--- config.mk ---
export PLATFORM = sky130hd
export DESIGN_NAME = id_ex_stage_flat
export DESIGN_NICKNAME = d
export VERILOG_FILES = /design/src/rtl/pipe_pkg.sv /design/src/rtl/id_ex_stage_if.sv /design/src/rtl/id_ex_stage_fwd_mux.sv /design/src/rtl/id_ex_stage.sv /design/src/flat_wrapper.sv
export SDC_FILE = /design/constraint.sdc
export NUM_CORES = 1
export LEC_CHECK = 0
export CAP_MARGIN = 20
export CORE_MARGIN = 1.5
export CORE_UTILIZATION = 42
export DETAILED_ROUTE_END_ITERATION = 7
export MAX_ROUTING_LAYER = met4
export PLACE_DENSITY = 0.91
export REMOVE_ABC_BUFFERS = 1
export SETUP_SLACK_MARGIN = 0.05
export SLEW_MARGIN = 5
export SYNTH_ARGS = -nofsm -noshare
export SYNTH_HDL_FRONTEND = slang
export SYNTH_HIERARCHICAL = 1
export SYNTH_SLANG_ARGS = --single-unit
--- constraint.sdc ---
create_clock -name clk -period 2.4 [get_ports clk]
set_clock_uncertainty 0.05 [all_clocks]
set_input_delay 0.48 -clock clk [delete_from_list [all_inputs] [get_ports clk]]
set_output_delay 0.48 -clock clk [all_outputs]
set_load 0.01 [all_outputs]
--- src/rtl/pipe_pkg.sv ---
// Shared pipeline types and constants for the decode/execute boundary.
// Imported by the ID/EX register, its bypass muxes and the ALU.
package pipe_pkg;

  localparam int DATA_W  = 32;
  localparam int REG_AW  = 5;
  localparam int ALUOP_W = 4;

  localparam logic [REG_AW-1:0] ZERO_REG = 5'd0;

  typedef enum logic [ALUOP_W-1:0] {
    ALU_ADD  = 4'h0,
    ALU_SUB  = 4'h1,
    ALU_AND  = 4'h2,
    ALU_OR   = 4'h3,
    ALU_XOR  = 4'h4,
    ALU_SLT  = 4'h5,
    ALU_SLTU = 4'h6,
    ALU_SLL  = 4'h7,
    ALU_SRL  = 4'h8,
    ALU_SRA  = 4'h9,
    ALU_LUI  = 4'hA
  } alu_op_e;

  typedef struct packed {
    logic               valid;
    logic               reg_write;
    logic               mem_read;
    logic [REG_AW-1:0]  rs;
    logic [REG_AW-1:0]  rt;
    logic [REG_AW-1:0]  rd;
    logic [DATA_W-1:0]  a;
    logic [DATA_W-1:0]  b;
    logic [DATA_W-1:0]  imm;
    logic [ALUOP_W-1:0] alu_op;
  } id_ex_t;

  function automatic id_ex_t id_ex_bubble();
    return '0;
  endfunction

endpackage

--- src/rtl/id_ex_stage_if.sv ---
// Decode-side inputs, bypass sources and registered EX-side outputs
// of the ID/EX pipeline register.
interface id_ex_stage_if
  import pipe_pkg::*;
#(
  parameter int CNT_W = 16
);

  logic               id_valid;
  logic [REG_AW-1:0]  id_rs;
  logic [REG_AW-1:0]  id_rt;
  logic [REG_AW-1:0]  id_rd;
  logic [DATA_W-1:0]  id_rd1;
  logic [DATA_W-1:0]  id_rd2;
  logic [DATA_W-1:0]  id_imm;
  logic               id_reg_write;
  logic               id_mem_read;
  logic [ALUOP_W-1:0] id_alu_op;
  logic               flush;

  logic               exmem_reg_write;
  logic [REG_AW-1:0]  exmem_rd;
  logic [DATA_W-1:0]  exmem_result;
  logic               memwb_reg_write;
  logic [REG_AW-1:0]  memwb_rd;
  logic [DATA_W-1:0]  memwb_wd;

  logic               stall;
  logic               ex_valid;
  logic               ex_reg_write;
  logic               ex_mem_read;
  logic [REG_AW-1:0]  ex_rs;
  logic [REG_AW-1:0]  ex_rt;
  logic [REG_AW-1:0]  ex_rd;
  logic [DATA_W-1:0]  ex_a;
  logic [DATA_W-1:0]  ex_b;
  logic [DATA_W-1:0]  ex_imm;
  logic [ALUOP_W-1:0] ex_alu_op;
  logic [CNT_W-1:0]   stall_count;

  modport master (
    output id_valid, id_rs, id_rt, id_rd,
    output id_rd1, id_rd2, id_imm,
    output id_reg_write, id_mem_read, id_alu_op,
    output flush,
    output exmem_reg_write, exmem_rd, exmem_result,
    output memwb_reg_write, memwb_rd, memwb_wd,
    input  stall, ex_valid, ex_reg_write, ex_mem_read,
    input  ex_rs, ex_rt, ex_rd,
    input  ex_a, ex_b, ex_imm, ex_alu_op,
    input  stall_count
  );

  modport slave (
    input  id_valid, id_rs, id_rt, id_rd,
    input  id_rd1, id_rd2, id_imm,
    input  id_reg_write, id_mem_read, id_alu_op,
    input  flush,
    input  exmem_reg_write, exmem_rd, exmem_result,
    input  memwb_reg_write, memwb_rd, memwb_wd,
    output stall, ex_valid, ex_reg_write, ex_mem_read,
    output ex_rs, ex_rt, ex_rd,
    output ex_a, ex_b, ex_imm, ex_alu_op,
    output stall_count
  );

endinterface

--- src/rtl/id_ex_stage_fwd_mux.sv ---
// Decode-time operand bypass: EX/MEM over MEM/WB over register file,
// with register 0 hard-wired to zero.
module fwd_mux
  import pipe_pkg::*;
(
  input  logic [REG_AW-1:0] i_rs,
  input  logic [DATA_W-1:0] i_rf,
  input  logic              i_ex_we,
  input  logic [REG_AW-1:0] i_ex_rd,
  input  logic [DATA_W-1:0] i_ex_val,
  input  logic              i_wb_we,
  input  logic [REG_AW-1:0] i_wb_rd,
  input  logic [DATA_W-1:0] i_wb_val,
  output logic [DATA_W-1:0] o_val
);

  logic w_ex_hit;
  logic w_wb_hit;

  assign w_ex_hit = i_ex_we & (i_ex_rd == i_rs);
  assign w_wb_hit = i_wb_we & (i_wb_rd == i_rs);

  always_comb begin
    o_val = i_rf;
    if (i_rs == ZERO_REG) begin
      o_val = '0;
    end else if (w_ex_hit) begin
      o_val = i_ex_val;
    end else if (w_wb_hit) begin
      o_val = i_wb_val;
    end
  end

endmodule

--- src/rtl/id_ex_stage.sv ---
// ID/EX pipeline register with decode-time bypass, load-use bubble
// insertion, branch flush and a saturating stall counter.
module id_ex_stage
  import pipe_pkg::*;
#(
  parameter int CNT_W = 16
) (
  input logic          clk,
  input logic          reset,
  id_ex_stage_if.slave bus
);

  id_ex_t            r_ex;
  id_ex_t            w_nxt;
  logic [CNT_W-1:0]  r_cnt;
  logic [DATA_W-1:0] w_a;
  logic [DATA_W-1:0] w_b;
  logic              w_src;
  logic              w_hz;
  logic              w_stall;

  fwd_mux u_fwd_a (
    .i_rs     (bus.id_rs),
    .i_rf     (bus.id_rd1),
    .i_ex_we  (bus.exmem_reg_write),
    .i_ex_rd  (bus.exmem_rd),
    .i_ex_val (bus.exmem_result),
    .i_wb_we  (bus.memwb_reg_write),
    .i_wb_rd  (bus.memwb_rd),
    .i_wb_val (bus.memwb_wd),
    .o_val    (w_a)
  );

  fwd_mux u_fwd_b (
    .i_rs     (bus.id_rt),
    .i_rf     (bus.id_rd2),
    .i_ex_we  (bus.exmem_reg_write),
    .i_ex_rd  (bus.exmem_rd),
    .i_ex_val (bus.exmem_result),
    .i_wb_we  (bus.memwb_reg_write),
    .i_wb_rd  (bus.memwb_rd),
    .i_wb_val (bus.memwb_wd),
    .o_val    (w_b)
  );

  // Stall derives from registered state, so async reset drops it at once.
  assign w_src = (r_ex.rd == bus.id_rs) | (r_ex.rd == bus.id_rt);
  assign w_hz  = r_ex.valid & r_ex.mem_read & (r_ex.rd != ZERO_REG)
               & bus.id_valid & w_src;
  assign w_stall = w_hz & ~bus.flush;

  always_comb begin
    w_nxt = id_ex_bubble();
    if (!(bus.flush || w_stall)) begin
      w_nxt.valid     = bus.id_valid;
      w_nxt.reg_write = bus.id_valid & bus.id_reg_write;
      w_nxt.mem_read  = bus.id_valid & bus.id_mem_read;
      w_nxt.rs        = bus.id_rs;
      w_nxt.rt        = bus.id_rt;
      w_nxt.rd        = bus.id_rd;
      w_nxt.a         = w_a;
      w_nxt.b         = w_b;
      w_nxt.imm       = bus.id_imm;
      w_nxt.alu_op    = bus.id_alu_op;
    end
  end

  always_ff @(posedge clk or negedge reset) begin
    if (!reset) begin
      r_ex  <= id_ex_bubble();
      r_cnt <= '0;
    end else begin
      r_ex <= w_nxt;
      if (w_stall && (r_cnt != '1)) begin
        r_cnt <= r_cnt + CNT_W'(1);
      end
    end
  end

  assign bus.stall        = w_stall;
  assign bus.ex_valid     = r_ex.valid;
  assign bus.ex_reg_write = r_ex.reg_write;
  assign bus.ex_mem_read  = r_ex.mem_read;
  assign bus.ex_rs        = r_ex.rs;
  assign bus.ex_rt        = r_ex.rt;
  assign bus.ex_rd        = r_ex.rd;
  assign bus.ex_a         = r_ex.a;
  assign bus.ex_b         = r_ex.b;
  assign bus.ex_imm       = r_ex.imm;
  assign bus.ex_alu_op    = r_ex.alu_op;
  assign bus.stall_count  = r_cnt;

endmodule

--- src/flat_wrapper.sv ---
// flat-port wrapper written by rule: the top's interface ports become plain ports
module id_ex_stage_flat import pipe_pkg::*;
#(
  parameter int CNT_W = 16
)
  (clk, reset, bus_id_valid, bus_id_rs, bus_id_rt, bus_id_rd, bus_id_rd1, bus_id_rd2, bus_id_imm, bus_id_reg_write, bus_id_mem_read, bus_id_alu_op, bus_flush, bus_exmem_reg_write, bus_exmem_rd, bus_exmem_result, bus_memwb_reg_write, bus_memwb_rd, bus_memwb_wd, bus_stall, bus_ex_valid, bus_ex_reg_write, bus_ex_mem_read, bus_ex_rs, bus_ex_rt, bus_ex_rd, bus_ex_a, bus_ex_b, bus_ex_imm, bus_ex_alu_op, bus_stall_count);
  id_ex_stage_if #(.CNT_W(CNT_W)) bus_i ();
  input logic clk;
  input logic reset;
  input wire logic [$bits(bus_i.id_valid)-1:0] bus_id_valid;
  input wire logic [$bits(bus_i.id_rs)-1:0] bus_id_rs;
  input wire logic [$bits(bus_i.id_rt)-1:0] bus_id_rt;
  input wire logic [$bits(bus_i.id_rd)-1:0] bus_id_rd;
  input wire logic [$bits(bus_i.id_rd1)-1:0] bus_id_rd1;
  input wire logic [$bits(bus_i.id_rd2)-1:0] bus_id_rd2;
  input wire logic [$bits(bus_i.id_imm)-1:0] bus_id_imm;
  input wire logic [$bits(bus_i.id_reg_write)-1:0] bus_id_reg_write;
  input wire logic [$bits(bus_i.id_mem_read)-1:0] bus_id_mem_read;
  input wire logic [$bits(bus_i.id_alu_op)-1:0] bus_id_alu_op;
  input wire logic [$bits(bus_i.flush)-1:0] bus_flush;
  input wire logic [$bits(bus_i.exmem_reg_write)-1:0] bus_exmem_reg_write;
  input wire logic [$bits(bus_i.exmem_rd)-1:0] bus_exmem_rd;
  input wire logic [$bits(bus_i.exmem_result)-1:0] bus_exmem_result;
  input wire logic [$bits(bus_i.memwb_reg_write)-1:0] bus_memwb_reg_write;
  input wire logic [$bits(bus_i.memwb_rd)-1:0] bus_memwb_rd;
  input wire logic [$bits(bus_i.memwb_wd)-1:0] bus_memwb_wd;
  output wire logic [$bits(bus_i.stall)-1:0] bus_stall;
  output wire logic [$bits(bus_i.ex_valid)-1:0] bus_ex_valid;
  output wire logic [$bits(bus_i.ex_reg_write)-1:0] bus_ex_reg_write;
  output wire logic [$bits(bus_i.ex_mem_read)-1:0] bus_ex_mem_read;
  output wire logic [$bits(bus_i.ex_rs)-1:0] bus_ex_rs;
  output wire logic [$bits(bus_i.ex_rt)-1:0] bus_ex_rt;
  output wire logic [$bits(bus_i.ex_rd)-1:0] bus_ex_rd;
  output wire logic [$bits(bus_i.ex_a)-1:0] bus_ex_a;
  output wire logic [$bits(bus_i.ex_b)-1:0] bus_ex_b;
  output wire logic [$bits(bus_i.ex_imm)-1:0] bus_ex_imm;
  output wire logic [$bits(bus_i.ex_alu_op)-1:0] bus_ex_alu_op;
  output wire logic [$bits(bus_i.stall_count)-1:0] bus_stall_count;
  assign bus_i.id_valid = bus_id_valid;
  assign bus_i.id_rs = bus_id_rs;
  assign bus_i.id_rt = bus_id_rt;
  assign bus_i.id_rd = bus_id_rd;
  assign bus_i.id_rd1 = bus_id_rd1;
  assign bus_i.id_rd2 = bus_id_rd2;
  assign bus_i.id_imm = bus_id_imm;
  assign bus_i.id_reg_write = bus_id_reg_write;
  assign bus_i.id_mem_read = bus_id_mem_read;
  assign bus_i.id_alu_op = bus_id_alu_op;
  assign bus_i.flush = bus_flush;
  assign bus_i.exmem_reg_write = bus_exmem_reg_write;
  assign bus_i.exmem_rd = bus_exmem_rd;
  assign bus_i.exmem_result = bus_exmem_result;
  assign bus_i.memwb_reg_write = bus_memwb_reg_write;
  assign bus_i.memwb_rd = bus_memwb_rd;
  assign bus_i.memwb_wd = bus_memwb_wd;
  assign bus_stall = bus_i.stall;
  assign bus_ex_valid = bus_i.ex_valid;
  assign bus_ex_reg_write = bus_i.ex_reg_write;
  assign bus_ex_mem_read = bus_i.ex_mem_read;
  assign bus_ex_rs = bus_i.ex_rs;
  assign bus_ex_rt = bus_i.ex_rt;
  assign bus_ex_rd = bus_i.ex_rd;
  assign bus_ex_a = bus_i.ex_a;
  assign bus_ex_b = bus_i.ex_b;
  assign bus_ex_imm = bus_i.ex_imm;
  assign bus_ex_alu_op = bus_i.ex_alu_op;
  assign bus_stall_count = bus_i.stall_count;
  id_ex_stage #(.CNT_W(CNT_W)) u_core (.clk(clk), .reset(reset), .bus(bus_i));
endmodule
==> results of run 1 <==
## final cells by class
cell class | count | area share, %
inverters | 2 | 0.06255
flip-flops and latches | 134 | 27.94
diodes | 4 | 0.08339
multi-input cells | 527 | 30.19
clock inverters | 10 | 1.001
repair buffers | 403 | 34.51
well taps | 220 | 2.293
clock buffers | 21 | 3.920
## cells by family after synthesis
group           after synthesis  share of synthesized area [%]
xor+xnor                     44                          5.505
flops                       134                          46.10
fa+ha+maj                     1                         0.1720
simple gates                311                          24.60
mux                           2                         0.3096
buf+inv                      81                          5.092
compound gates              169                          18.22
## synth_stat cells, types with 2 or more instances
master | instances | area share (%)
nor2_1 | 9 | 0.46
nand4_1 | 38 | 3.3
a311oi_2 | 20 | 4.1
clkbuf_1 | 51 | 2.6
xnor2_1 | 21 | 2.5
o21ai_0 | 62 | 4.3
nand2b_1 | 2 | 0.17
nor4b_1 | 2 | 0.24
and4_1 | 4 | 0.48
nand2_1 | 9 | 0.46
and2_1 | 116 | 10
or2_1 | 2 | 0.17
nor3_1 | 70 | 4.8
buf_2 | 11 | 0.76
buf_1 | 2 | 0.10
nor4_1 | 7 | 0.60
a311oi_1 | 8 | 0.96
buf_6 | 5 | 0.77
dfrtp_1 | 134 | 46
nand3_1 | 42 | 2.9
o22a_1 | 36 | 4.3
clkbuf_2 | 9 | 0.62
or4_1 | 3 | 0.31
xor2_1 | 21 | 2.5
xnor2_2 | 2 | 0.45
and3_1 | 2 | 0.17
mux2_2 | 2 | 0.31
a211oi_1 | 36 | 3.7
o21ai_1 | 2 | 0.14
## registers in the layout (all words and copies together), names as in the netlist, 4 cells and up
| register | cells |
|---|---|
| u_core/bus.ex_rt | 5 |
| u_core/bus.ex_a | 32 |
| u_core/bus.ex_b | 32 |
| u_core/bus.stall_count | 16 |
| u_core/bus.ex_alu_op | 4 |
| u_core/bus.ex_imm | 32 |
| u_core/bus.ex_rs | 5 |
| u_core/bus.ex_rd | 5 |
## path summary, 6_finish.rpt
| path | to | cells past startpoint |
|---|---|---|
| max in group asynchronous | u_core/bus.ex_alu_op[0] | 3 |
| min in group asynchronous | u_core/bus.ex_valid | 2 |
| worst max-delay path | u_core/bus.stall_count[14] | 5 |
| worst min register to register | u_core/bus.stall_count[9] | 1 |
| worst min-delay path | u_core/bus.stall_count[9] | 1 |
| worst max register to register | u_core/bus.stall_count[14] | 5 |
## report_power, final
| part | switching [W] | internal, W | leakage, nW |
|---|---|---|---|
| logic | 0.000665 | 0.000805 | 2.66 |
| registers | 0.0000453 | 0.00238 | 1.74 |
| clock network | 0.00101 | 0.00161 | 0.286 |
| total | 0.00172 | 0.00480 | 4.69 |
## what timing repair did
item | in CTS | in global routing
hold endpoints to repair | 45 | 0
buffers inserted | 0 | 1
hold buffers | 1 | 0
pin swaps | 1 | 1
setup endpoints to repair | 1 | 5
resized for setup | 5 | 6
## layer usage
metal / share of wire [%] / global-route usage [%] / wire [um]
met3: 8.4 / 6.081 / 2471
met5: 0 / - / 0
met4: 5.2 / 17.86 / 1534
met1: 37 / 37.36 / 10870
met2: 50 / 55.04 / 14610
## through the flow
step	worst slack, ns	util, %	TNS [ns]	hold WS (ns)
5_1_grt	0.02770	71.62	0	0.4713
3_3_place_gp	-0.2379	67.76	-13.18	0.4053
4_1_cts	0.06022	71.36	0	0.4498
3_5_place_dp	-0.2643	67.76	-13.75	0.4013
6_report	0.07657	71.62	0	0.4447
2_1_floorplan	-0.6282	-	-65.69	0.1344
==> impl_results.md, run 1 <==
- Cells after synthesis: 742
- Max Buffers Root-to-Sink: 2
- Cell Area, Synth: 7273 um2
- Crit-path slowest cell: dfrtp_1
- Crit path max-delay family: simple AND/OR/NAND/NOR gates
- Most common cell after layout, fill and taps aside: clkdlybuf4s50_1
- Post-synth EDFFs: 0
- Yosys warns: 6
- Synthesis-to-layout area growth: 65.03%
- Area of the multi-input gates: 3623 um2
- Rel. slew slack: between 60% and 70%
- Vias: 7834
- Fin. Hold Viols: 0
- PwrDens: 543.1 nW/um2
- Root Buffer: clkbuf_16
- Initial antenna violation count: 4
- Core box area: 16760 um2
- Avg Inst Size Synth: 9.802 um2
- Worst Max-Slew Pin Slew: 0.5102 ns
- GRT Total Usage: between 30% and 40%
- Initial Utilization: 43.40%
- Via density: roughly 6
- # nets final: between 1000 and 1500
- Leak: 4.694 nW
- Worst Setup Start Kind: register
- Commonest cells after routing, fill and taps aside: 324 x clkdlybuf4s50_1, 134 x dfrtp_1, 116 x and2_1
- Seq/Total Area, Yosys: 46.10%
- Async SR Flop Fraction: 100.0%
- Die Span Y: 134.6 um
- Most used DFF post-synth: dfrtp_1
- Total CTS buffers: 17
- Yosys cell types: 43
- Worst Path Arrival: 2.57 ns
- # port buffers: 331
- Die Area: 18120 um2
- MaxCap Viol Count: 0
- CP peak stage delay: between 0.4 and 0.5 ns
- Final instance area: 12000 um2
- Grt total ovfl: 0
- Status: completed
- First-pass GRT wire length: 43.75 mm
- Yosys reg bits: around 130
- Critical path peak fanout: 6
- CP Launch Point: u_core/bus.stall_count[6]
- VDD IR max: 496.4 uV
- FMAX: ~430 MHz
- RSZ-0062 raised after global routing: true
- CTS sink cnt: 134
- Wire per inst: 22.32 um
- Fill cells: around 1200
- Io pins: between 300 and 400
- Clock Latency Late Sink: 0.42 ns
- Endpoint class of the critical path: register
- Reg-to-reg startpoint: u_core/bus.stall_count[6]
- Crit path required time: 2.64 ns
- Tmin final: 2.323 ns
- Detailed Route WL: 29.49 mm
- Total iterations of the first detailed-routing run: 6
- Drt drc: 0
- DP Cell Count: 1284
- Final Instance Count excl. Fillers: 1321
- Antenna viol nets, final: 0
- Cell Rows: 47
- Area after DPL: 11360 um2
- Final Max Slew Viols: 0
- Die span in x: between 100 and 150 um
- Final Setup Violations: 0
- Clk slew on worst S/H paths: 0.06 ns
- H-tree level count: 4
- Fraction of layout cells with a size suffix above 1: 13.04%
- Detailed-placement wirelength estimate: 20.82 mm
- Worst hold path startpoint: u_core/bus.stall_count[9]
- Largest net degree at the start of global routing: 51
- Storage cell area: about 3400 um2
- R2R setup slack: 0.08 ns
- Vias in the first global route: roughly 7600
- CP cell instances: nand4_1, nor2_1, nand4_1, nor4_1, mux2_2
- Tcrit/Tclk final: 96.81%
- DRT iter0 DRCs: approximately 760
- Hold crit path type: register to register
- Pwr Total: 0.006519 W
- RePlAce Congestion: between 0.9 and 1
- Crit-path most repeated cell: nand4_1
- TritonCTS clock tree: built
- WS Path Type: register to register
- Crit path buf inv count: 0
Note: power is estimated with default switching activity, not from simulation.
==> run 2, diff against run 1 <==
CTS_CLUSTER_DIAMETER = 40   (was not set)
==> results of run 2 <==
The final DEF is identical to that of run 1; final timing and power are the same.
